`src/rtl/cla_adder.sv`:
```
// Registered two-level carry-lookahead adder: 4-bit lookahead groups plus a group G/P lookahead unit.
// Optional macro CLA_INPUT_REG_EN adds a reset-cleared operand register stage (2-cycle latency).
module cla_adder #(
    parameter int unsigned WIDTH = 8
) (
    input  logic             clk,
    input  logic             reset,
    input  logic [WIDTH-1:0] number1,
    input  logic [WIDTH-1:0] number2,
    input  logic             cin,
    output logic [WIDTH-1:0] sum,
    output logic             cout
);

    localparam int unsigned GROUPS = WIDTH / 4;

    logic [WIDTH-1:0]  op_a;
    logic [WIDTH-1:0]  op_b;
    logic              op_cin;

`ifdef CLA_INPUT_REG_EN
    always_ff @(posedge clk) begin
        if (reset) begin
            op_a   <= '0;
            op_b   <= '0;
            op_cin <= 1'b0;
        end else begin
            op_a   <= number1;
            op_b   <= number2;
            op_cin <= cin;
        end
    end
`else
    always_comb begin
        op_a   = number1;
        op_b   = number2;
        op_cin = cin;
    end
`endif

    logic [WIDTH-1:0]  g;
    logic [WIDTH-1:0]  p;
    logic [WIDTH-1:0]  c;
    logic [GROUPS-1:0] grp_g;
    logic [GROUPS-1:0] grp_p;
    logic [GROUPS:0]   grp_c;

    assign g = op_a & op_b;
    assign p = op_a ^ op_b;

    for (genvar gi = 0; gi < GROUPS; gi++) begin : gen_group
        logic [3:0] gg;
        logic [3:0] pp;
        logic       ci;

        assign gg = g[4*gi +: 4];
        assign pp = p[4*gi +: 4];
        assign ci = grp_c[gi];

        assign c[4*gi]   = ci;
        assign c[4*gi+1] = gg[0] | (pp[0] & ci);
        assign c[4*gi+2] = gg[1] | (pp[1] & gg[0]) | (pp[1] & pp[0] & ci);
        assign c[4*gi+3] = gg[2] | (pp[2] & gg[1]) | (pp[2] & pp[1] & gg[0])
                         | (pp[2] & pp[1] & pp[0] & ci);

        assign grp_g[gi] = gg[3] | (pp[3] & gg[2]) | (pp[3] & pp[2] & gg[1])
                         | (pp[3] & pp[2] & pp[1] & gg[0]);
        assign grp_p[gi] = &pp;
    end

    // Each group carry is a flat sum of products over lower groups' G/P and cin.
    always_comb begin
        logic acc;
        logic prod;
        grp_c    = '0;
        acc      = 1'b0;
        prod     = 1'b0;
        grp_c[0] = op_cin;
        for (int unsigned k = 1; k <= GROUPS; k++) begin
            acc = 1'b0;
            for (int unsigned j = 0; j < k; j++) begin
                prod = grp_g[j];
                for (int unsigned m = j + 1; m < k; m++) begin
                    prod = prod & grp_p[m];
                end
                acc = acc | prod;
            end
            prod = op_cin;
            for (int unsigned m = 0; m < k; m++) begin
                prod = prod & grp_p[m];
            end
            grp_c[k] = acc | prod;
        end
    end

    always_ff @(posedge clk) begin
        if (reset) begin
            sum  <= '0;
            cout <= 1'b0;
        end else begin
            sum  <= p ^ c;
            cout <= grp_c[GROUPS];
        end
    end

endmodule

```
`config.mk`:
```
export PLATFORM = sky130hd
export DESIGN_NAME = cla_adder
export DESIGN_NICKNAME = d
export VERILOG_FILES = /design/src/rtl/cla_adder.sv
export SDC_FILE = /design/constraint.sdc
export NUM_CORES = 1
export LEC_CHECK = 0
export BUFFER_PORTS_ARGS = -buffer_cell sky130_fd_sc_hd__buf_2
export CORE_MARGIN = 2
export CORE_UTILIZATION = 40
export CTS_CLUSTER_DIAMETER = 40
export DETAILED_ROUTE_END_ITERATION = 8
export GPL_TIMING_DRIVEN = 0
export PLACE_DENSITY = 0.7
export SKIP_CTS_REPAIR_TIMING = 1
export SYNTH_ARGS = -nofsm -noshare
export SYNTH_HDL_FRONTEND = slang
export SYNTH_SLANG_ARGS = --single-unit
```
`constraint.sdc`:
```
create_clock -name clk -period 1.8 [get_ports clk]
set_input_delay 0 -clock clk [delete_from_list [all_inputs] [get_ports clk]]
set_output_delay 0 -clock clk [all_outputs]
set_load 0.03 [all_outputs]
```
-- Word-level counts from Yosys, hierarchy flattened
Index checks and enable logic that the tools add are counted.
- bitwise gates (word level): 55
- reduce and logical (&&, ||, !) cells: 2
- operators by type and width (kind ; number):
    AND 1 bit ; 31
    OR 1 bit ; 21
    bitwise XOR 8 bit ; 2
    AND 8 bit ; 1
    AND reduction 4 bit ; 2
- register bits: 9
- input port bits: 19
- output and inout port bits: 9
- logic and storage cells: 59

-- Depth between registers and ports, before layout
Gate-level depths: netlist of run 1.
- depth after elaboration: 9
- gate-level depth with buffers: 7
- mapped depth without buffers: 7

-- Least setup slack after synthesis of run 1
OpenSTA, ideal clock, no wires.
- kind: in2reg
- from: input port number1[0]
- to: register sum[5]
- setup time: 0.127 ns
- data arrival time: 1.532 ns
- data required time: 1.673 ns
- path slack: 0.141 ns
- cell stages on the path: 7
- path buffers: 0
- cells stage by stage: ha_1 -> a21oi_2 -> nor2_2 -> or3_2 -> fa_1 -> xnor2_1 -> nor2_1
- cells in the longest elaborated chain, start to end: 7
- elaborated cells between the ends (all ways): 10
- classes of those cells: 9 x bitwise; 1 x reduce/logical
- RTL lines (item ; line ; text):
    from (decl) ; 8 ; input logic [WIDTH-1:0] number1,
    bitwise XOR 8 bit / AND 8 bit (equally long branches) ; 49, 48 ;
    AND reduction 4 bit / AND 1 bit (equally long branches) ; 68, 67 ;
    AND 1 bit / OR 1 bit (equally long branches) ; 90, 67 ;
    OR 1 bit * ; 92 ; grp_c[k] = acc | prod;
    AND 1 bit * ; 61 ; assign c[4*gi+1] = gg[0] | (pp[0] & ci);
    OR 1 bit * ; 61 ;
    bitwise XOR 8 bit * ; 101 ; sum <= p ^ c;
    to (signal assigned) ; 101 ;
    to (decl) ; 11 ; output logic [WIDTH-1:0] sum,
Every way passes the cells marked *; elsewhere a longest branch is shown, timed or not.
A chain may end at the register's enable or synchronous reset.

-- Worst setup path after layout of run 1
Ends and elaborated chain as after synthesis.

==> results of run 1 <==
state kept, by name (all words and copies together), names as in the netlist:
| signal | flops |
|---|---|
| cout | 1 |
| sum | 8 |
layer usage:
| metal | global-route usage | routed length, um | up-vias |
|---|---|---|---|
| li1 | - | - | 268 |
| met5 | 0 | 0 | - |
| met4 | 0.0375 | 10 | 0 |
| met1 | 0.146 | 426 | 227 |
| met2 | 0.277 | 544 | 21 |
| met3 | 0.0517 | 87 | 2 |
placed cells by master, fill, tap and decap left out, types with 3 or more instances in the layout:
master	netlist	routed
nor3_1	3	3
ha_1	8	8
inv_1	4	4
nor2_1	6	6
nand2_1	3	3
dfxtp_1	9	9
buf_2	0	27
clkbuf_4	0	3
nor2b_1	3	3
power by group through the flow:
stage               combinational [W]  clock [W]  sequential [W]
CTS                          0.000229   0.000161        0.000228
global route                 0.000250   0.000172        0.000231
global placement             0.000222          0        0.000233
detailed placement           0.000228          0        0.000233
floorplan                    0.000112          0        0.000285
finish                       0.000225   0.000158        0.000228
cells by family (layout without fill, tap and decap cells):
kind of cell | after synthesis | after routing | synth area share
adders and majority gates | 10 | 10 | 0.237
and+or+nand+nor | 22 | 22 | 0.201
DFF | 9 | 9 | 0.304
buffers and inverters | 5 | 36 | 0.0317
AOI/OAI and AO/OA | 10 | 10 | 0.154
muxes | 2 | 2 | 0.0423
xor gates and xnor gates | 2 | 2 | 0.0296
area by class of cell:
| type | instances | area [um^2] |
|---|---|---|
| Buffer | 1 | 3.75 |
| Clock buffer | 3 | 22.5 |
| Clock inverter | 1 | 5.00 |
| Fill cell | 137 | 561 |
| Inverter | 4 | 15.0 |
| Multi-Input combinational cell | 46 | 393 |
| Sequential cell | 9 | 180 |
| Tap cell | 15 | 18.8 |
| Timing Repair Buffer | 27 | 135 |
cells in the mapped netlist (all sizes together):
cell and number:
o21a 1, a21oi 5, o31a 1, nor2 7, inv 4, xor2 1
mux2i 1, nand2b 2, dfxtp 9, o31ai 2, mux2 1, or2 1
o22ai 1, nand3 1, nand2 3, nor2b 4, nor3 3, ha 8
or3 1, clkbuf 1, xnor2 1, fa 2
worst max-delay path: cells and delay by family:
kind / cells / cell delay, ps
AND/OR/NAND/NOR: 3 / 610
XOR/XNOR: 1 / 140
buffers and inverters: 1 / 100
AO/OA/AOI/OAI: 1 / 180
adder cells (fa/ha/maj): 2 / 690
worst min path at each step:
stage               start     end  slack [ps]  depth (start not counted)
floorplan           reset  sum[6]         250                          2
global route        reset  sum[6]         100                          3
finish              reset  sum[6]         110                          3
global placement    reset  sum[6]         370                          3
CTS                 reset  sum[6]         100                          3
detailed placement  reset  sum[6]         380                          3
stage by stage:
stage               power, W  utilization  setup TNS, ps  instances  hold WS, ps
floorplan           0.000397            -              0         60          250
global placement    0.000455        0.559          -86.5        102          371
detailed placement  0.000461        0.559           -117        102          383
CTS                 0.000619        0.580              0        106          100
global route        0.000653        0.580              0        106          104
finish              0.000612        0.580              0        106          105
==> flow_summary.rst, run 1 <==
.. list-table::
   :header-rows: 1

   * - Metric
     - Value
   * - Outcome
     - finished clean
   * - Finished layout cell area
     - about 770 um^2
   * - Yosys warning count
     - 0
   * - Overall overflow remaining after global route
     - 0
   * - Slowest cell on the critical path
     - or3_2
   * - Leading cell types by total area after synthesis
     - dfxtp_1 30%, ha_1 17%, fa_1 6.8%, o31ai_2 4.2%, nor2_1 3.8%
   * - Startpoint of the most critical setup path
     - number1[0]
   * - Min Clock Period, post-route
     - 1570 ps
   * - Seq/Total Area, Yosys
     - 0.304
   * - CP max stage delay
     - 470 ps
   * - DRC violations left
     - 0
   * - Vias in the first global route
     - 510
   * - Antenna violations before repair
     - 0
   * - Clock power frac
     - 0.259
   * - Area of the die
     - 1800 um^2
   * - Final number of setup-violating endpoints
     - 0
   * - Power spent charging and discharging nets
     - 0.000212 W
   * - Initial Util
     - 0.444
   * - # clock sinks
     - 9
   * - Post-synthesis instance area
     - 592 um^2
   * - Power per standard cell area
     - just under 800 nW/um^2
   * - Root buffer cell
     - clkbuf_4
   * - Max frequency
     - between 600 and 700 MHz
   * - Worst setup SP type
     - input pin
   * - Final Hold Violating Endpoints
     - 0
   * - Routed via count
     - 518
   * - Quantity of I/O buffers inserted on ports
     - 27
   * - Synthesized instance count
     - 60
   * - Crit path capture type
     - flip-flop
   * - Peak ir drop on the vdd network
     - 0.282 mV
   * - Critical path destination
     - sum[5]
   * - Cell Area, Placed
     - 746 um^2
   * - Cell-by-cell listing of the critical path
     - buf_2 > ha_1 > a21oi_2 > nor2_2 > or3_2 > fa_1 > xnor2_1 > nor2_1
   * - Setup Slack @ Placement
     - -74.4 ps
   * - Period utilisation layout
     - 0.874
   * - Clock tree from TritonCTS
     - yes
   * - Leak pwr
     - roughly 0.40 nW
   * - Slew margin rel.
     - 0.743
   * - Internal power summed over all cells
     - 0.000400 W
   * - Half-perimeter wire length after placement
     - about 940 um
   * - P&R area growth vs syn
     - 30.7%
   * - Num CTS Buffers
     - 3
   * - Core area
     - about 1300 um^2
   * - Yosys reg bits
     - 9
   * - Number of buffers on the longest clock path
     - 2
   * - Diodes inserted
     - 0
   * - Post-Syn Nets
     - 89
   * - Measured slew at the worst slew-check pin
     - 386 ps
   * - Clock transition at the register clock pins on the worst setup and hold paths after CTS
     - 70 ps
   * - Gr usage total
     - 0.145
   * - RSZ-0062 raised after global routing
     - no
   * - Routability congestion estimate from global placement
     - 0.616
   * - Critical path required time
     - 1950 ps
   * - Highest net fanout along the worst path
     - 4
   * - Arrival time of the worst setup path
     - 1720 ps
   * - Y dimension of the die
     - 42.5 um
   * - Portion of synthesized cell area occupied by the leading cell type
     - 0.304
   * - Maxcap violations
     - 0
   * - DRC marker count from the first detailed-route iteration
     - 2
   * - Proportion of power drawn by flip-flops and latches
     - 0.373
   * - Hold WC Path Type
     - input pin to flip-flop
   * - First-pass GRT wire length
     - 1.98 mm
   * - Fraction of layout cells with a size suffix above 1
     - 0.462
   * - Synth cell types
     - 26
   * - Average wire length per cell after detail routing
     - 10.1 um
   * - Logic pwr share
     - 0.368
   * - Library cell occupying the most area in the post-synthesis netlist
     - dfxtp_1
   * - Critical path class
     - input pin to flip-flop
   * - Synthesized area per cell
     - 9.86 um^2
   * - Switching part of the total
     - 0.347
   * - Setup WS post-layout
     - 226 ps
   * - Total number of H-tree levels
     - 1
   * - Cell Rows
     - 13
   * - Final ANT Viol Nets
     - 0
   * - Number of slew-limit violations in the final report
     - 0
   * - Per-cell via count in the routed design
     - 4.89
   * - Die Span X
     - 42.5 um
   * - Largest net degree at the start of global routing
     - 11
   * - Total I/O pin count
     - 28
   * - Number of nets in the layout
     - 121
   * - Total Wirelength
     - 1.07 mm
   * - First-pass detailed-route iteration total
     - 2
(Power assumes the default switching activity.)
==> inputs of run 2 (changes only) <==
- REMOVE_ABC_BUFFERS: not set -> 1
==> flow_summary.rst, run 2 (synthesis gave the netlist of run 1 again) <==
.. list-table::
   :header-rows: 1

   * - Metric
     - Value
   * - Outcome
     - finished clean
   * - Die Span X
     - 42.5 um (unchanged)
   * - Final core occ
     - 0.576 (-0.00375)
   * - Top library cells by usage in the layout, fill and taps aside
     - 27 x buf_2, 9 x dfxtp_1, 8 x ha_1, 6 x nor2_1, 4 x inv_1
   * - Period utilisation layout
     - 0.878 (+0.00398)
   * - Gr usage total
     - 0.139 (-0.00619)
   * - Routability congestion estimate from global placement
     - 0.636 (+3.3%)
   * - Final Hold Violating Endpoints
     - 0 (unchanged)
   * - Clock tree from TritonCTS
     - yes
   * - RSZ-0062 raised after global routing
     - no
   * - Half-perimeter wire length after placement
     - 921 um (-1.9%)
   * - Crit path capture type
     - flip-flop
   * - Power per standard cell area
     - 787 nW/um^2 (-0.59%)
   * - DRC marker count from the first detailed-route iteration
     - 2 (unchanged)
   * - Min-Delay Path Depth
     - 2 (-1)
   * - Average wire length per cell after detail routing
     - 10.1 um (+0.10%)
   * - Most frequent standard cell in the layout excluding fill and tap cells
     - buf_2
   * - Highest net fanout along the worst path
     - 4 (unchanged)
   * - Largest net degree at the start of global routing
     - 12 (+1)
   * - Number of buffers on the longest clock path
     - 2 (unchanged)
   * - Number of flip-flops in the largest register
     - 8 (unchanged)
   * - Slew margin rel.
     - 0.821 (+0.0778)
   * - Measured slew at the worst slew-check pin
     - 267 ps (-118 ps)
   * - Core area
     - 1330 um^2 (unchanged)
   * - Routed via count
     - 504 (-2.7%)
   * - Clock transition at the register clock pins on the worst setup and hold paths after CTS
     - 60 ps (about the same)
   * - Root buffer cell
     - clkbuf_4
   * - First-pass GRT wire length
     - 1.86 mm (-5.9%)
   * - Cell Area, Placed
     - 742 um^2 (-0.50%)
   * - Number of nets in the layout
     - 120 (-0.83%)
   * - Arrival time of the worst setup path
     - 1730 ps (about the same)
   * - P&R area growth vs syn
     - 29.8%
   * - Total I/O pin count
     - 28 (unchanged)
   * - Peak ir drop on the vdd network
     - 0.486 mV (+72%)
   * - Top flop regs
     - sum: 8 flops, cout: 1 flops
   * - Hold WC Path Type
     - input pin to flip-flop
   * - # clock sinks
     - 9 (unchanged)
   * - Quantity of I/O buffers inserted on ports
     - 27 (unchanged)
   * - Initial Util
     - 0.444 (unchanged)
   * - Number of slew-limit violations in the final report
     - 0 (unchanged)
   * - Worst setup SP type
     - input pin
   * - Vias in the first global route
     - 493 (-3.3%)
   * - DRC violations left
     - 0 (unchanged)
   * - Maxcap violations
     - 0 (unchanged)
   * - Critical path required time
     - 1950 ps (about the same)
   * - Diodes inserted
     - 0 (unchanged)
   * - Min Clock Period, post-route
     - 1580 ps (+7.17 ps)
   * - Total area of multi-input combinational cells
     - 393 um^2 (unchanged)
   * - Fillers
     - 131 (-4.4%)
   * - Y dimension of the die
     - 42.5 um (unchanged)
   * - Final hold slack
     - 32.2 ps (-73.2 ps)
   * - Top reg by flops
     - sum
   * - Total number of H-tree levels
     - 1 (unchanged)
   * - Finished layout cell area
     - 768 um^2 (-0.65%)
   * - Cell Rows
     - 13 (unchanged)
   * - Overall overflow remaining after global route
     - 0 (unchanged)
   * - Footprint of the flip-flops and latches
     - 180 um^2 (unchanged)
   * - Final ANT Viol Nets
     - 0 (unchanged)
   * - Max frequency
     - 632 MHz (-0.45%)
   * - Antenna violations before repair
     - 0 (unchanged)
   * - Origin of the worst min-delay path
     - reset
   * - Leak pwr
     - 0.393 nW (-0.98%)
   * - Sink of the worst hold path
     - sum[0]
   * - Critical path class
     - input pin to flip-flop
   * - Total Wirelength
     - 1.06 mm (-0.84%)
   * - First-pass detailed-route iteration total
     - 2 (unchanged)
   * - Per-cell via count in the routed design
     - 4.80 (-1.8%)
   * - Fraction of layout cells with a size suffix above 1
     - 0.456 (-0.00598)
   * - Num CTS Buffers
     - 3 (unchanged)
   * - Area of the die
     - 1800 um^2 (unchanged)
   * - Final number of setup-violating endpoints
     - 0 (unchanged)
run 2: cell types whose count changed in the layout (fill, tap and decap cells not counted):
| cell | before | now |
|---|---|---|
| clkinv_2 | 1 | 0 |
run 2: how the worst max path moves through the flow:
stage                     startpoint     end  slack, ps
after floorplan           number1[0]  sum[5]        150
after global placement    number1[0]  sum[5]        -40
after detailed placement  number1[0]  sum[5]        -70
after CTS                 number1[0]  sum[4]        220
after global routing      number1[0]  sum[5]        140
final                     number1[0]  sum[4]        220
run 2: metrics by stage:
stage	power (W)	setup WS [ps]	instances	setup TNS (ps)
after global placement	0.000454	-38.0	101	-62.6
after CTS	0.000619	224	105	0
final	0.000604	219	105	0
after detailed placement	0.000458	-68.1	101	-104
after floorplan	0.000394	153	59	0
after global routing	0.000649	137	105	0
run 2: final cells by class:
type | count | area share
inverters | 4 | 0.0195
clock buffers | 4 | 0.0342
repair buffers | 27 | 0.176
well taps | 15 | 0.0244
multi-input cells | 46 | 0.511
flip-flops and latches | 9 | 0.235
run 2: per-layer routing:
layer  vias up  routed length (um)  GRT usage
met5         -                   0          0
met2        20                 543      0.265
met3         0                  88     0.0776
met1       220                 429      0.131
met4         0                   0     0.0188
li1        264                   -          -
run 2: critical path, stage by stage:
cell and delay [ps]:
buf_2 110, ha_1 290, a21oi_2 180, nor2_2 90
or3_2 480, fa_1 440, nor2b_1 140
run 2: power by group:
part	total, W	switching [W]	internal, W	leakage [nW]
sequential	0.000228	0.00000463	0.000224	0.0750
combinational	0.000224	0.000131	0.0000930	0.303
clock	0.000152	0.0000670	0.0000852	0.0150
total	0.000604	0.000202	0.000402	0.393
